`config.mk`:
```
export PLATFORM = sky130hd
export DESIGN_NAME = bayes_argmax_acc
export DESIGN_NICKNAME = d
export VERILOG_FILES = /design/src/rtl/bayes_argmax_acc.sv
export SDC_FILE = /design/constraint.sdc
export NUM_CORES = 1
export LEC_CHECK = 0
export ABC_CLOCK_PERIOD_IN_PS = 3100
export CORE_ASPECT_RATIO = 1.1
export CORE_MARGIN = 2
export CORE_UTILIZATION = 55
export DETAILED_ROUTE_END_ITERATION = 16
export GPL_ROUTABILITY_DRIVEN = 0
export PLACE_DENSITY = 0.79
export SETUP_SLACK_MARGIN = 0.3
export SLEW_MARGIN = 15
export SYNTH_ARGS = -nofsm -noshare
export SYNTH_HDL_FRONTEND = slang
export SYNTH_SLANG_ARGS = --single-unit
```
`constraint.sdc`:
```
create_clock -name clk -period 3.1 [get_ports clk]
set_input_delay 0.62 -clock clk [delete_from_list [all_inputs] [get_ports clk]]
set_output_delay 0.62 -clock clk [all_outputs]
set_load 0.01 [all_outputs]
```
`src/rtl/bayes_argmax_acc.sv`:
```
`default_nettype none
// ============================================================================
// Module   : bayes_argmax_acc
// Purpose  : Naive-Bayes classifier back end. Accumulates 784 log-likelihood
//            beats per class for ten classes and keeps the arg-max class and
//            its score.
// Options  : BAYES_PRIOR_EN - adds a prior_vec port; each class score gets
//            its signed log prior added before the compare.
// Revision : 1.0 - initial release
// ============================================================================
module bayes_argmax_acc (
  input  logic         clk,
  input  logic         rstn,
  input  logic         start,
  input  logic         ena_pxc,
  input  logic [3:0]   c_idx,
  input  logic [9:0]   attri_idx,
  input  logic [15:0]  pxc_data,
`ifdef BAYES_PRIOR_EN
  input  logic [159:0] prior_vec,
`endif
  output logic         busy,
  output logic         done,
  output logic [3:0]   class_out,
  output logic [25:0]  best_score,
  output logic         err
);

  localparam int ACC_W = 26;

  localparam logic [3:0]       MAX_CLASS = 4'd9;
  localparam logic [9:0]       NUM_ATTR  = 10'd784;
  localparam logic [9:0]       LAST_ATTR = 10'd783;
  localparam logic [9:0]       END_MARK  = 10'd784;
  localparam logic signed [ACC_W-1:0] BEST_MIN = {1'b1, {(ACC_W-1){1'b0}}};

  localparam logic [1:0] S_IDLE  = 2'd0;
  localparam logic [1:0] S_ACCUM = 2'd1;
  localparam logic [1:0] S_CMP   = 2'd2;
  localparam logic [1:0] S_DONE  = 2'd3;

  logic [1:0]              state;
  logic                    d_ena;
  logic [3:0]              d_cidx;
  logic [9:0]              d_attri;
  logic signed [ACC_W-1:0] acc;
  logic [9:0]              beat_cnt;
  logic [3:0]              class_cnt;
  logic [3:0]              cls_idx;    // class index seen on the closing beat
  logic signed [ACC_W-1:0] best;

  logic signed [ACC_W-1:0] pxc_ext;
  logic signed [ACC_W-1:0] prior_ext;
  logic signed [ACC_W-1:0] score;
  logic                    d_valid_cls;
  logic                    d_marker;

  assign pxc_ext     = {{(ACC_W-16){pxc_data[15]}}, pxc_data};
  assign d_valid_cls = (d_cidx <= MAX_CLASS);
  assign d_marker    = d_ena && d_valid_cls && (d_attri == END_MARK);
  assign best_score  = best;

`ifdef BAYES_PRIOR_EN
  // Select and sign-extend the log prior of the class being compared.
  always_comb begin
    prior_ext = '0;
    for (int k = 0; k < 10; k++) begin
      if (cls_idx == 4'(k)) begin
        prior_ext = {{(ACC_W-16){prior_vec[16*k+15]}}, prior_vec[16*k +: 16]};
      end
    end
  end
`else
  assign prior_ext = '0;
`endif

  assign score = acc + prior_ext;

  // Delay the read-issue qualifiers one cycle so they line up with ROM data.
  always_ff @(posedge clk) begin
    if (!rstn) begin
      d_ena   <= 1'b0;
      d_cidx  <= '0;
      d_attri <= '0;
    end else begin
      d_ena   <= ena_pxc;
      d_cidx  <= c_idx;
      d_attri <= attri_idx;
    end
  end

  // Control FSM, per-class accumulation and running arg-max.
  always_ff @(posedge clk) begin
    if (!rstn) begin
      state     <= S_IDLE;
      busy      <= 1'b0;
      done      <= 1'b0;
      err       <= 1'b0;
      class_out <= '0;
      best      <= '0;
      acc       <= '0;
      beat_cnt  <= '0;
      class_cnt <= '0;
      cls_idx   <= '0;
    end else begin
      done <= 1'b0;
      if (start) begin
        // A start in any state, including DONE, restarts the vector.
        state     <= S_ACCUM;
        busy      <= 1'b1;
        err       <= 1'b0;
        best      <= BEST_MIN;
        acc       <= '0;
        beat_cnt  <= '0;
        class_cnt <= '0;
      end else begin
        case (state)
          S_IDLE: begin
            state <= S_IDLE;
          end
          S_ACCUM: begin
            if (d_ena) begin
              if (!d_valid_cls) begin
                err <= 1'b1;
              end else if (d_attri == END_MARK) begin
                // Early end of vector: the class counter is below ten here.
                err   <= 1'b1;
                state <= S_DONE;
                busy  <= 1'b0;
                done  <= 1'b1;
              end else begin
                acc      <= acc + pxc_ext;
                beat_cnt <= beat_cnt + 10'd1;
                if (d_attri == LAST_ATTR) begin
                  state   <= S_CMP;
                  cls_idx <= d_cidx;
                end
              end
            end
          end
          S_CMP: begin
            if ((beat_cnt != NUM_ATTR) || (cls_idx != class_cnt)) begin
              err <= 1'b1;
            end
            // Strict compare: classes arrive in order, so ties keep the lower.
            if (score > best) begin
              best      <= score;
              class_out <= cls_idx;
            end
            acc       <= '0;
            beat_cnt  <= '0;
            class_cnt <= class_cnt + 4'd1;
            if (d_marker) begin
              err <= 1'b1;
            end
            if ((class_cnt == MAX_CLASS) || d_marker) begin
              state <= S_DONE;
              busy  <= 1'b0;
              done  <= 1'b1;
            end else begin
              state <= S_ACCUM;
            end
          end
          S_DONE: begin
            state <= S_IDLE;
          end
          default: begin
            state <= S_IDLE;
          end
        endcase
      end
    end
  end

endmodule
`default_nettype wire

```
==> metrics.yaml <==
tightest_slew_ns: 0.613
grt.total_usage_pct: 24.9
clockRootBuffer: "clkbuf_8"
placed_area_sq_um: 6490
stdcell_area_sq_um: 6830
power.density_nw_per_um2: 389
syn2layout_area_growth_pct: 22.0
finalHoldViolCount: 0
ys_ff_latch: 94
critPathKind: "primary input to flip-flop"
irDropWorstVdd_mv: 0.309
skew_ns: 0.00950
slew_viol_final: 0
diodes: 0
ff2ff_path_depth: 11
synth.top_cell.area_share_pct: 33.6
crit_required_ns: 3.42
timing.rr.end: "best_score[20]$_SDFFE_PP0P_"
drive_gt1_share_pct: 8.75
wl_per_cell_microns: 15.5
synth_edf_count: 0
m1WireLength_mm: 5.65
ys_seq_area_share_pct: 33.6
reg2reg_from: "best_score[24]$_SDFFE_PP0P_"
drc: 0
wirelength_mm: 13.4
n_fill_cell: 807
hold_buffers: 0
clkLatencyLatePin_ns: 0.38
grt_pass1_vias: 4955
min_period_ns: 2.69
dr.first_iter.drc_count: 178
multi_input_area_sq_um: 3520
path_clk_slew_ns: 0.09
dpl.cell_count: 844
start_kind: "primary input"
synth_nets: 746
cts_tree: "yes"
ys.flop_type: "dfxtp_1"
cap_violations: 0
fin_tns_setup_ns: 0
setup_viol: 0
design.die.area_sq_um: 11000
die_h_microns: 110
antenna_found_initial: 0
grt_pass1_wl_mm: 22.0
hold_path.class: "flip-flop to flip-flop"
endpoint_kind: "flip-flop"
syn_area_sq_um: 5600
timing.final.crit_share_pct: 86.8
dr.max_layer_used: "met4"
max_freq_mhz: 372
wl_met3_microns: 609
synth_common_cells: "dfxtp_1 (94), nor2_1 (76), ha_1 (57)"
instances_no_fill: 863
htree_levels: 3
num_io_pins: 67
dpl.hpwl_mm: 9.60
core_area_sq_um: 9890
first_pass_iters: 5
synthCells: 654
synth_area_leaders: "dfxtp_1 (34%), ha_1 (13%), mux2i_1 (6.6%), nor2_1 (5.1%), a21oi_1 (4.4%)"
grt_max_degree: 49
r2r_setup_slack_ns: 0.43
cts_sinks: 94
worst_slew_margin_rel_pct: 58.9
dr_total_vias: 5014
leakagePower_nw: 2.67
crit_path_end: "acc[23]$_SDFFE_PP0P_"
arrival_ns: 3.01
finalPower_mw: 2.65
vias_per_cell: 5.81
path_max_fanout: 3
preCtsSetupSlack_ns: -0.0442
yosysMostFrequentCell: "dfxtp_1"
synth.avg_cell_area_sq_um: 8.56
setup_slack_ns: 0.410
rows: 38
initial_core_util_pct: 56.6
ant_nets: 0
synth-warning-count: 0
regArea_sq_um: 1880
synth.distinct_cells: 61
overflow: 0
status: "complete, no violations"
fp.dieW_microns: 100
clock_path_buffers: 2
rsz0062_at_grt: "yes"
cts_buffers: 9
num-nets-final: 830
async_flop_share_pct: 0
numPortBuffers: 66
yosysTopAreaCell: "dfxtp_1"
wl_met2_mm: 6.76
startpoint: "pxc_data[1]"
through the flow:
step / hold WS (ns) / utilization [%]
after floorplan: 0.437 / -
after global placement: 0.440 / 65.6
after detailed placement: 0.452 / 65.6
after CTS: 0.465 / 67.8
after global routing: 0.492 / 69.0
final: 0.461 / 69.0
layer usage:
metal	track usage (%)	up-vias
met2	45.4	139
met4	11.5	0
met1	28.4	2358
met3	4.01	34
met5	0	-
li1	-	2483
cells in the final DEF, fill, tap and decap left out, drive strengths merged, types with 7 or more instances in the layout:
master         instances
nand2                 43
nor3                  16
nand3                 21
a21o                  13
mux2i                 37
inv                   43
ha                    57
and2                  18
and3                  10
clkdlybuf4s50         64
o21ai                 33
buf                   26
dfxtp                 94
clkbuf                11
xnor2                 16
nand4                  8
a21oi                 50
xor2                  11
a211oi                 7
nor2                  76
timing repair:
item | CTS | global route
setup buffers | 0 | 2
gates resized for setup | 0 | 19
setup endpoints to repair | 0 | 41
cell families (layout without fill, tap and decap cells):
kind of cell	after synthesis	after routing	synth area share (%)
flops	94	94	33.6
buf+inv	64	153	5.07
mux	38	38	6.82
compound gates	140	140	15.5
fa+ha+maj	58	58	13.1
simple gates	233	233	21.7
xor+xnor	27	27	4.23
power breakdown:
part           internal (mW)  total [mW]  switching, mW
clock network          0.453       0.904          0.451
registers               1.23        1.26         0.0234
logic                  0.225       0.492          0.267
total                   1.91        2.65          0.741
sequential cells by signal (all words and copies together), names as in the netlist:
name and flops:
state 2, class_out 4, err 1, d_attri 10, d_ena 1, d_cidx 4
beat_cnt 10, acc 26, done 1, cls_idx 4, best_score 26, class_cnt 4
busy 1
critical path, cell delays in order:
cell             delay, ns
clkdlybuf4s50_1       0.44
ha_1                  0.31
a21o_1                0.16
a21oi_1               0.23
o21ai_1               0.16
a21oi_2               0.19
and3_1                0.21
o311ai_1              0.13
or4_1                 0.47
nand3_1               0.07
cell type report:
class	count	share of cell area (%)
multi-input cells	496	51.5
flip-flops and latches	94	27.6
repair buffers	93	13.2
inverters	44	2.42
well taps	120	2.20
clock buffers	10	1.87
clock inverters	6	1.26
worst min-delay path by stage:
stage / end / depth (start not counted) / from / slack, ns
finish: err$_SDFFE_PP0P_ / 2 / err$_SDFFE_PP0P_ / 0.46
CTS: err$_SDFFE_PP0P_ / 2 / err$_SDFFE_PP0P_ / 0.47
global placement: err$_SDFFE_PP0P_ / 2 / err$_SDFFE_PP0P_ / 0.44
global route: err$_SDFFE_PP0P_ / 2 / err$_SDFFE_PP0P_ / 0.49
floorplan: cls_idx[0]$_SDFFE_PN0P_ / 2 / d_cidx[0]$_SDFF_PN0_ / 0.44
detailed placement: err$_SDFFE_PP0P_ / 2 / err$_SDFFE_PP0P_ / 0.45
No activity file was read; power rests on OpenSTA's default activity.
